`config.mk`:
```
export PLATFORM = sky130hd
export DESIGN_NAME = vga_fb_arbiter
export DESIGN_NICKNAME = d
export VERILOG_FILES = /design/src/rtl/vga_fb_arbiter.sv
export SDC_FILE = /design/constraint.sdc
export NUM_CORES = 1
export LEC_CHECK = 0
export CAP_MARGIN = 20
export CORE_MARGIN = 4
export CORE_UTILIZATION = 40
export DETAILED_ROUTE_END_ITERATION = 7
export GPL_TIMING_DRIVEN = 0
export HOLD_SLACK_MARGIN = 0.02
export PLACE_DENSITY = 0.82
export REMOVE_ABC_BUFFERS = 1
export SYNTH_ARGS = -nofsm -noshare
export SYNTH_HDL_FRONTEND = slang
export SYNTH_SLANG_ARGS = --single-unit
```
`constraint.sdc`:
```
create_clock -name clk25175KHz -period 4.4 [get_ports clk25175KHz]
set_input_delay 0.88 -clock clk25175KHz [delete_from_list [all_inputs] [get_ports clk25175KHz]]
set_output_delay 0.88 -clock clk25175KHz [all_outputs]
set_load 0.1 [all_outputs]
```
`src/rtl/vga_fb_arbiter.sv`:
```
// Shares one single-port framebuffer RAM between VGA scanout and a CPU req/ack port.
// Scanout slots always win the RAM; fetched words are serialised into pixels.
module vga_fb_arbiter #(
   parameter int H_ACTIVE     = 640,
   parameter int V_ACTIVE     = 480,
   parameter int BPP          = 2,
   parameter int PIX_PER_WORD = 4,
   parameter int ADDR_W       = 17,
   parameter int DATA_W       = BPP * PIX_PER_WORD
) (
   input  logic              clk25175KHz,
   input  logic              reset,
   input  logic [9:0]        hcount,
   input  logic [9:0]        vcount,
   input  logic              cpu_req,
   input  logic              cpu_we,
   input  logic [ADDR_W-1:0] cpu_addr,
   input  logic [DATA_W-1:0] cpu_wdata,
   output logic              cpu_ack,
   output logic [DATA_W-1:0] cpu_rdata,
   output logic              ram_en,
   output logic              ram_we,
   output logic [ADDR_W-1:0] ram_addr,
   output logic [DATA_W-1:0] ram_wdata,
   input  logic [DATA_W-1:0] ram_rdata,
   output logic [BPP-1:0]    pixel_out,
   output logic              pixel_valid,
   output logic              vblank_start
);
   localparam int WORDS_PER_LINE = H_ACTIVE / PIX_PER_WORD;
   localparam int FB_WORDS       = WORDS_PER_LINE * V_ACTIVE;
   localparam int CNT_W          = $clog2(PIX_PER_WORD + 1);

   typedef enum logic {IDLE, ACK} state_t;

   state_t            r_state;
   state_t            w_nextState;
   logic              r_ackRead;
   logic              w_nextAckRead;
   logic              r_load;
   logic [DATA_W-1:0] r_shift;
   logic [CNT_W-1:0]  r_pixLeft;
   logic              w_slot;
   logic              w_inRange;
   logic [ADDR_W-1:0] w_scanAddr;

   assign w_slot = (vcount < 10'(V_ACTIVE)) && (hcount < 10'(H_ACTIVE)) &&
                   ((hcount % 10'(PIX_PER_WORD)) == 10'd0);
   assign w_scanAddr = ADDR_W'(vcount) * ADDR_W'(WORDS_PER_LINE) +
                       ADDR_W'(hcount / 10'(PIX_PER_WORD));
   assign w_inRange  = ({1'b0, cpu_addr} < (ADDR_W + 1)'(FB_WORDS));

   always_ff @(posedge clk25175KHz) begin
      if (reset) begin
         r_state   <= IDLE;
         r_ackRead <= 1'b0;
      end else begin
         r_state   <= w_nextState;
         r_ackRead <= w_nextAckRead;
      end
   end

   // Scanout claims the RAM in its slot; otherwise an idle FSM grants the CPU.
   // Out-of-range CPU accesses still complete the handshake but never touch the RAM.
   always_comb begin
      w_nextState   = r_state;
      w_nextAckRead = 1'b0;
      ram_en        = 1'b0;
      ram_we        = 1'b0;
      ram_addr      = '0;
      ram_wdata     = '0;
      cpu_ack       = 1'b0;
      cpu_rdata     = '0;
      if (!reset) begin
         if (w_slot) begin
            ram_en   = 1'b1;
            ram_addr = w_scanAddr;
         end
         case (r_state)
            IDLE: begin
               if (cpu_req && !w_slot) begin
                  w_nextState   = ACK;
                  w_nextAckRead = !cpu_we && w_inRange;
                  ram_en        = w_inRange;
                  ram_we        = cpu_we && w_inRange;
                  ram_addr      = cpu_addr;
                  ram_wdata     = (cpu_we && w_inRange) ? cpu_wdata : '0;
               end
            end
            ACK: begin
               cpu_ack     = 1'b1;
               cpu_rdata   = r_ackRead ? ram_rdata : '0;
               w_nextState = IDLE;
            end
            default: w_nextState = IDLE;
         endcase
      end
   end

   // A word fetched in a slot is loaded one cycle later, then shifted out LSB-first.
   always_ff @(posedge clk25175KHz) begin
      if (reset) begin
         r_load    <= 1'b0;
         r_shift   <= '0;
         r_pixLeft <= '0;
      end else begin
         r_load <= w_slot;
         if (r_load) begin
            r_shift   <= ram_rdata;
            r_pixLeft <= CNT_W'(PIX_PER_WORD);
         end else if (r_pixLeft != '0) begin
            r_shift   <= r_shift >> BPP;
            r_pixLeft <= r_pixLeft - 1'b1;
         end
      end
   end

   assign pixel_valid  = (r_pixLeft != '0);
   assign pixel_out    = pixel_valid ? r_shift[BPP-1:0] : '0;
   assign vblank_start = !reset && (hcount == 10'd0) && (vcount == 10'(V_ACTIVE));

endmodule
```
## Word-level counts from Yosys, hierarchy flattened

Index checks and enable logic that the tools add are counted.

- Order comparisons: 3
- Equality and inequality tests: 1
- Bitwise gates (word level): 2
- Multipliers: 1
- $add $sub $neg: 2
- Mux-type cells: 27
- Reductions and logical operators: 16

Operator list:

| cell | count |
|---|---|
| two-way mux 8 bit | 9 |
| two-way mux 17 bit | 4 |
| logical NOT 10 bit | 2 |
| adder 17 x 8 -> 17 bit | 1 |
| < comparator 17 bit (second input constant) | 1 |
| multiplier 10 x 3 -> 12 bit (second input constant) | 1 |
| == test 10 x 9 -> 1 bit (second input constant) | 1 |
| < comparator 10 bit (second input constant) | 1 |
| < comparator 10 x 9 -> 1 bit (second input constant) | 1 |
| two-way mux 1 bit | 10 |
| logical AND 1 bit | 7 |
| two-way mux 3 bit | 2 |
| logical NOT 1 bit | 3 |
| nonzero test 3 bit | 1 |
| OR reduction 3 bit | 1 |
| subtractor 3 x 1 -> 3 bit (second input constant) | 1 |
| two-way mux 2 bit | 1 |
| inverter 1 bit | 2 |
| case mux 1 bit (2 select lines) | 1 |
| nonzero test 2 bit | 1 |
| OR reduction 2 bit | 1 |

- Output and inout port bits: 40
- Bits of input ports: 57
- Word-level logic and storage cells: 58
- Register bits: 14

## Depth between registers and ports, before layout

- Word-level depth: 8
- Mapped depth: 9
- Gate-level depth less buffers: 9

## Least setup slack after synthesis

Ideal clock, no wire load.

- Kind: input to output
- Start point: in hcount[7]
- End point: out ram_addr[6]
- Arrival time: 3.822 ns
- Buffers on the path: 0
- Required time: 3.520 ns
- Setup slack: -0.302 ns
- Stages: 4
- Cells stage by stage: ha_1 -> inv_1 -> fa_1 -> o31ai_1

- Cells in the longest elaborated chain, start to end: 8
- Elaborated cells between the ends (all ways): 10
- Classes of those cells: 1 x add/sub; 1 x order compare; 4 x mux; 4 x reduce/logical

Ends and longest elaborated chain:

| what | RTL line | RTL |
|---|---|---|
| from (decl) | 13 | `input logic [9:0] hcount,` |
| branches (longest 6 deep; another with adder 17 x 8 -> 17 bit) | -- |  |
| two-way mux 17 bit * | 79 | `case (r_state)` |
| two-way mux 17 bit * | 74 | `if (!reset) begin` |
| to (decl) | 23 | `output logic [ADDR_W-1:0] ram_addr,` |

Every way passes the cells marked *.

## Worst setup path in the final report

- Start point: in vcount[3]
- End point: out ram_addr[16]

- Cells in the longest elaborated chain, start to end: 8
- Elaborated cells between the ends (all ways): 11
- Classes of those cells: 1 x add/sub; 1 x mul; 1 x order compare; 4 x mux; 4 x reduce/logical

Ends and longest elaborated chain:

| what | RTL line | RTL |
|---|---|---|
| from (decl) | 14 | `input logic [9:0] vcount,` |
| branches (longest 6 deep; another with adder 17 x 8 -> 17 bit) | -- |  |
| two-way mux 17 bit * | 79 |  |
| two-way mux 17 bit * | 74 |  |

Marks and branches as above.

==> run_results.csv <==
group,metric,value,unit
timing,slew_headroom,34.25,%
global_routing,grt_overflow,0,
worst_hold_path,min_path_type,"reg2reg",
routing,ant_nets,0,
clocking,clk_latency,240,ps
place,io_buffers,96,
critical_path,start_kind,"input port",
critical_path,worstPathArrival,3500,ps
critical_path,ff2ff_path_depth,7,
synthesis,ys_types,51,
run_status,status,"finished, final reports clean",
routing,routed_via_density,5.532,
routing,drcViolationCount,0,
clocking,clk_pin_slew_worst_paths,50,ps
clocking,clock_sinks,14,
layout,drive_gt1_share,19.29,%
floorplanning,die_area,0.005551,mm2
routing,firstDrtPassIters,4,
place,gp_congestion,0.8470,
timing,final.setup.tns,0,ps
timing,slew_violations,0,
timing,worst_slack,17.03,ps
layout,fin_nets,393,
power,peakVddDrop,0.1649,mV
synthesis,ys_ff_latch,14,
critical_path,crit_family,"compound AO/OA/AOI/OAI gates",
synthesis,synth-edff-count,0,
floorplanning,start_util,42.69,%
layout,final_cell_mix,"62 x clkdlybuf4s50_1, 23 x nor2_1, 15 x a22o_1, 15 x ha_1",
critical_path,critPathCaptureType,"output port",
layout,area_growth,62.23,%
layout,final_cell_area,0.002870,mm2
timing,min_period_over_period,99.61,%
floorplanning,row_count,23,
synthesis,ys_warn_count,0,
layout,antenna_cells,0,
clocking,htreeDepth,1,
synthesis,async_reset_ff_share,0,%
power,leakagePower,1.234,nW
global_routing,antenna_found_initial,0,
critical_path,crit_type,"in2out",
clocking,cts_tree,"done",
timing,max_clock_freq,228.2,MHz
synthesis,synth_ff_type,"dfxtp_1",
critical_path,r2r_slack,2690,ps
floorplanning,dieWidth,74.51,um
place,post-dp-hpwl,4413,um
worst_hold_path,whs_path_depth,2,
worst_hold_path,worstHoldStart,"r_pixLeft[1]",
routing,drt_iter0_markers,80,
timing,fin_crit,4383,ps
synthesis,avgSynthCellArea,8.005,um2
timing,fin_skew,0.7500,ps
layout,utilization,69.26,%
timing,setup_viol,0,
power,power.density,276.1,mW/mm2
floorplanning,num_io_pins,97,
critical_path,cp_slowest_cell,"fa_2",
critical_path,required,3520,ps
global_routing,grt_usage,20.68,%
routing,wirelength,5705,um
layout,final_common_cell,"clkdlybuf4s50_1",
synthesis,synth_area,0.001769,mm2
routing,wl_per_cell,15.80,um
clocking,cts_buffers,3,
critical_path,critPathMaxFanout,3,
global_routing,grt_pass1_wl,9032,um
floorplanning,die_y,74.51,um
timing,grt_setup_unrepaired,"yes",
synthesis,synthCells,221,
place,dp_cells,355,
floorplanning,core,0.004144,mm2
synthesis,seq_area_frac_synth,15.84,%
global_routing,grt_max_degree,21,
timing,hold_violations,0,
place,place_ws,-1326,ps
clocking,clk_path_buf_depth,2,
job,drv_cap,0,
critical_path,worst-path-stages,11,
critical_path,cpMostUsedCell,"ha_4",
critical_path,critPathMaxStageDelay,420,ps
routing,vias,1997,
critical_path,path_cells,"dlygate4sd2_1 > ha_4 > ha_4 > fa_2 > a211oi_4 > o22ai_1 > nor4_4 > o2111ai_2 > xnor2_1 > a22o_1 > buf_12",
place,dpl_cell_area,0.002744,mm2
global_routing,grt_pass1_vias,1970,
worst_hold_path,hold_end,"r_pixLeft[1]",
critical_path,rr_endpoint,"r_shift[4]",
critical_path,cp_num_buf_inv,2,
timing,worstMarginPinSlew,983.1,ps
layout,fin_cells,361,
critical_path,r2r-start,"r_pixLeft[0]",
clocking,cts_root_buf,"clkbuf_8",
where the power goes:
group / leakage, nW / switching [W] / internal, W / total (W)
registers: 0.114 / 0.00000858 / 0.000142 / 0.000151
clock network: 0.0216 / 0.0000423 / 0.0000604 / 0.000103
logic: 1.10 / 0.000331 / 0.000208 / 0.000539
cell usage after synthesis (4+ instances only):
library cell	number	area share, %
nor2_1	25	5.3
ha_1	21	15
a21oi_1	15	4.2
a22o_1	15	7.4
dfxtp_1	14	16
and2_1	11	3.9
and3_1	9	3.2
clkbuf_1	8	1.7
inv_1	8	1.7
xnor2_1	8	4.0
mux2i_1	6	3.4
nand2_1	6	1.3
nor4_1	6	2.1
o21ai_0	5	1.4
nand4_1	4	1.4
nor2b_1	4	1.4
nor3_1	4	1.1
nor3b_1	4	1.7
layer usage:
layer / vias up / track usage [%] / part of all wire, %
met5: - / 0 / 0
met2: 58 / 39.12 / 52
met1: 919 / 23.84 / 40
met4: 0 / 6.522 / 2.3
met3: 12 / 2.568 / 5.4
li1: 1008 / - / -
worst max path at each step:
stage	start	to	slack, ps
finish	vcount[3]	ram_addr[16]	20
global route	vcount[3]	ram_addr[16]	-110
CTS	vcount[5]	ram_addr[16]	2
detailed placement	vcount[1]	ram_addr[16]	-1330
global placement	vcount[1]	ram_addr[16]	-1310
floorplan	hcount[7]	ram_addr[6]	-300
repair_timing:
action,in CTS,in global routing
endpoints found under the setup margin,28,18
pin swaps,9,4
hold endpoints to repair,0,0
buffers inserted,2,1
hold buffers,0,0
resized for setup,121,38
cells by family after synthesis:
family / count (synthesis) / synth area share (%)
AO/OA/AOI/OAI: 62 / 27.02
buffers and inverters: 20 / 4.455
adder cells (fa/ha/maj): 23 / 17.11
flip-flops: 14 / 15.84
AND/OR/NAND/NOR: 85 / 26.73
XOR/XNOR: 11 / 5.446
multiplexers: 6 / 3.395
flip-flops by register name, summed over array words and instances, names as in the netlist:
register and cells:
r_load 1, r_pixLeft 3, r_ackRead 1, r_state 1, r_shift 8
tightest hold or removal path: cells and delay by family, from the launching register on:
kind	cells	cell delay [ps]
compound gates	1	60
flops	1	310
simple gates	1	90
cell type report:
class                           instances  area (um2)
Clock buffer                            3       41.29
Multi-Input combinational cell        187        1543
Fill cell                             362        1274
Timing Repair Buffer                   99       913.4
Sequential cell                        14       280.3
Tap cell                               50       62.56
Inverter                                8       30.03
stage by stage:
stage | total power, W | hold WS [ps]
2_1_floorplan | 0.0005234 | 474.1
3_3_place_gp | 0.0006493 | 488.6
3_5_place_dp | 0.0006564 | 493.0
4_1_cts | 0.0007744 | 500.4
5_1_grt | 0.0008413 | 546.3
6_report | 0.0007924 | 499.2
No activity file was read; power rests on OpenSTA's default activity.
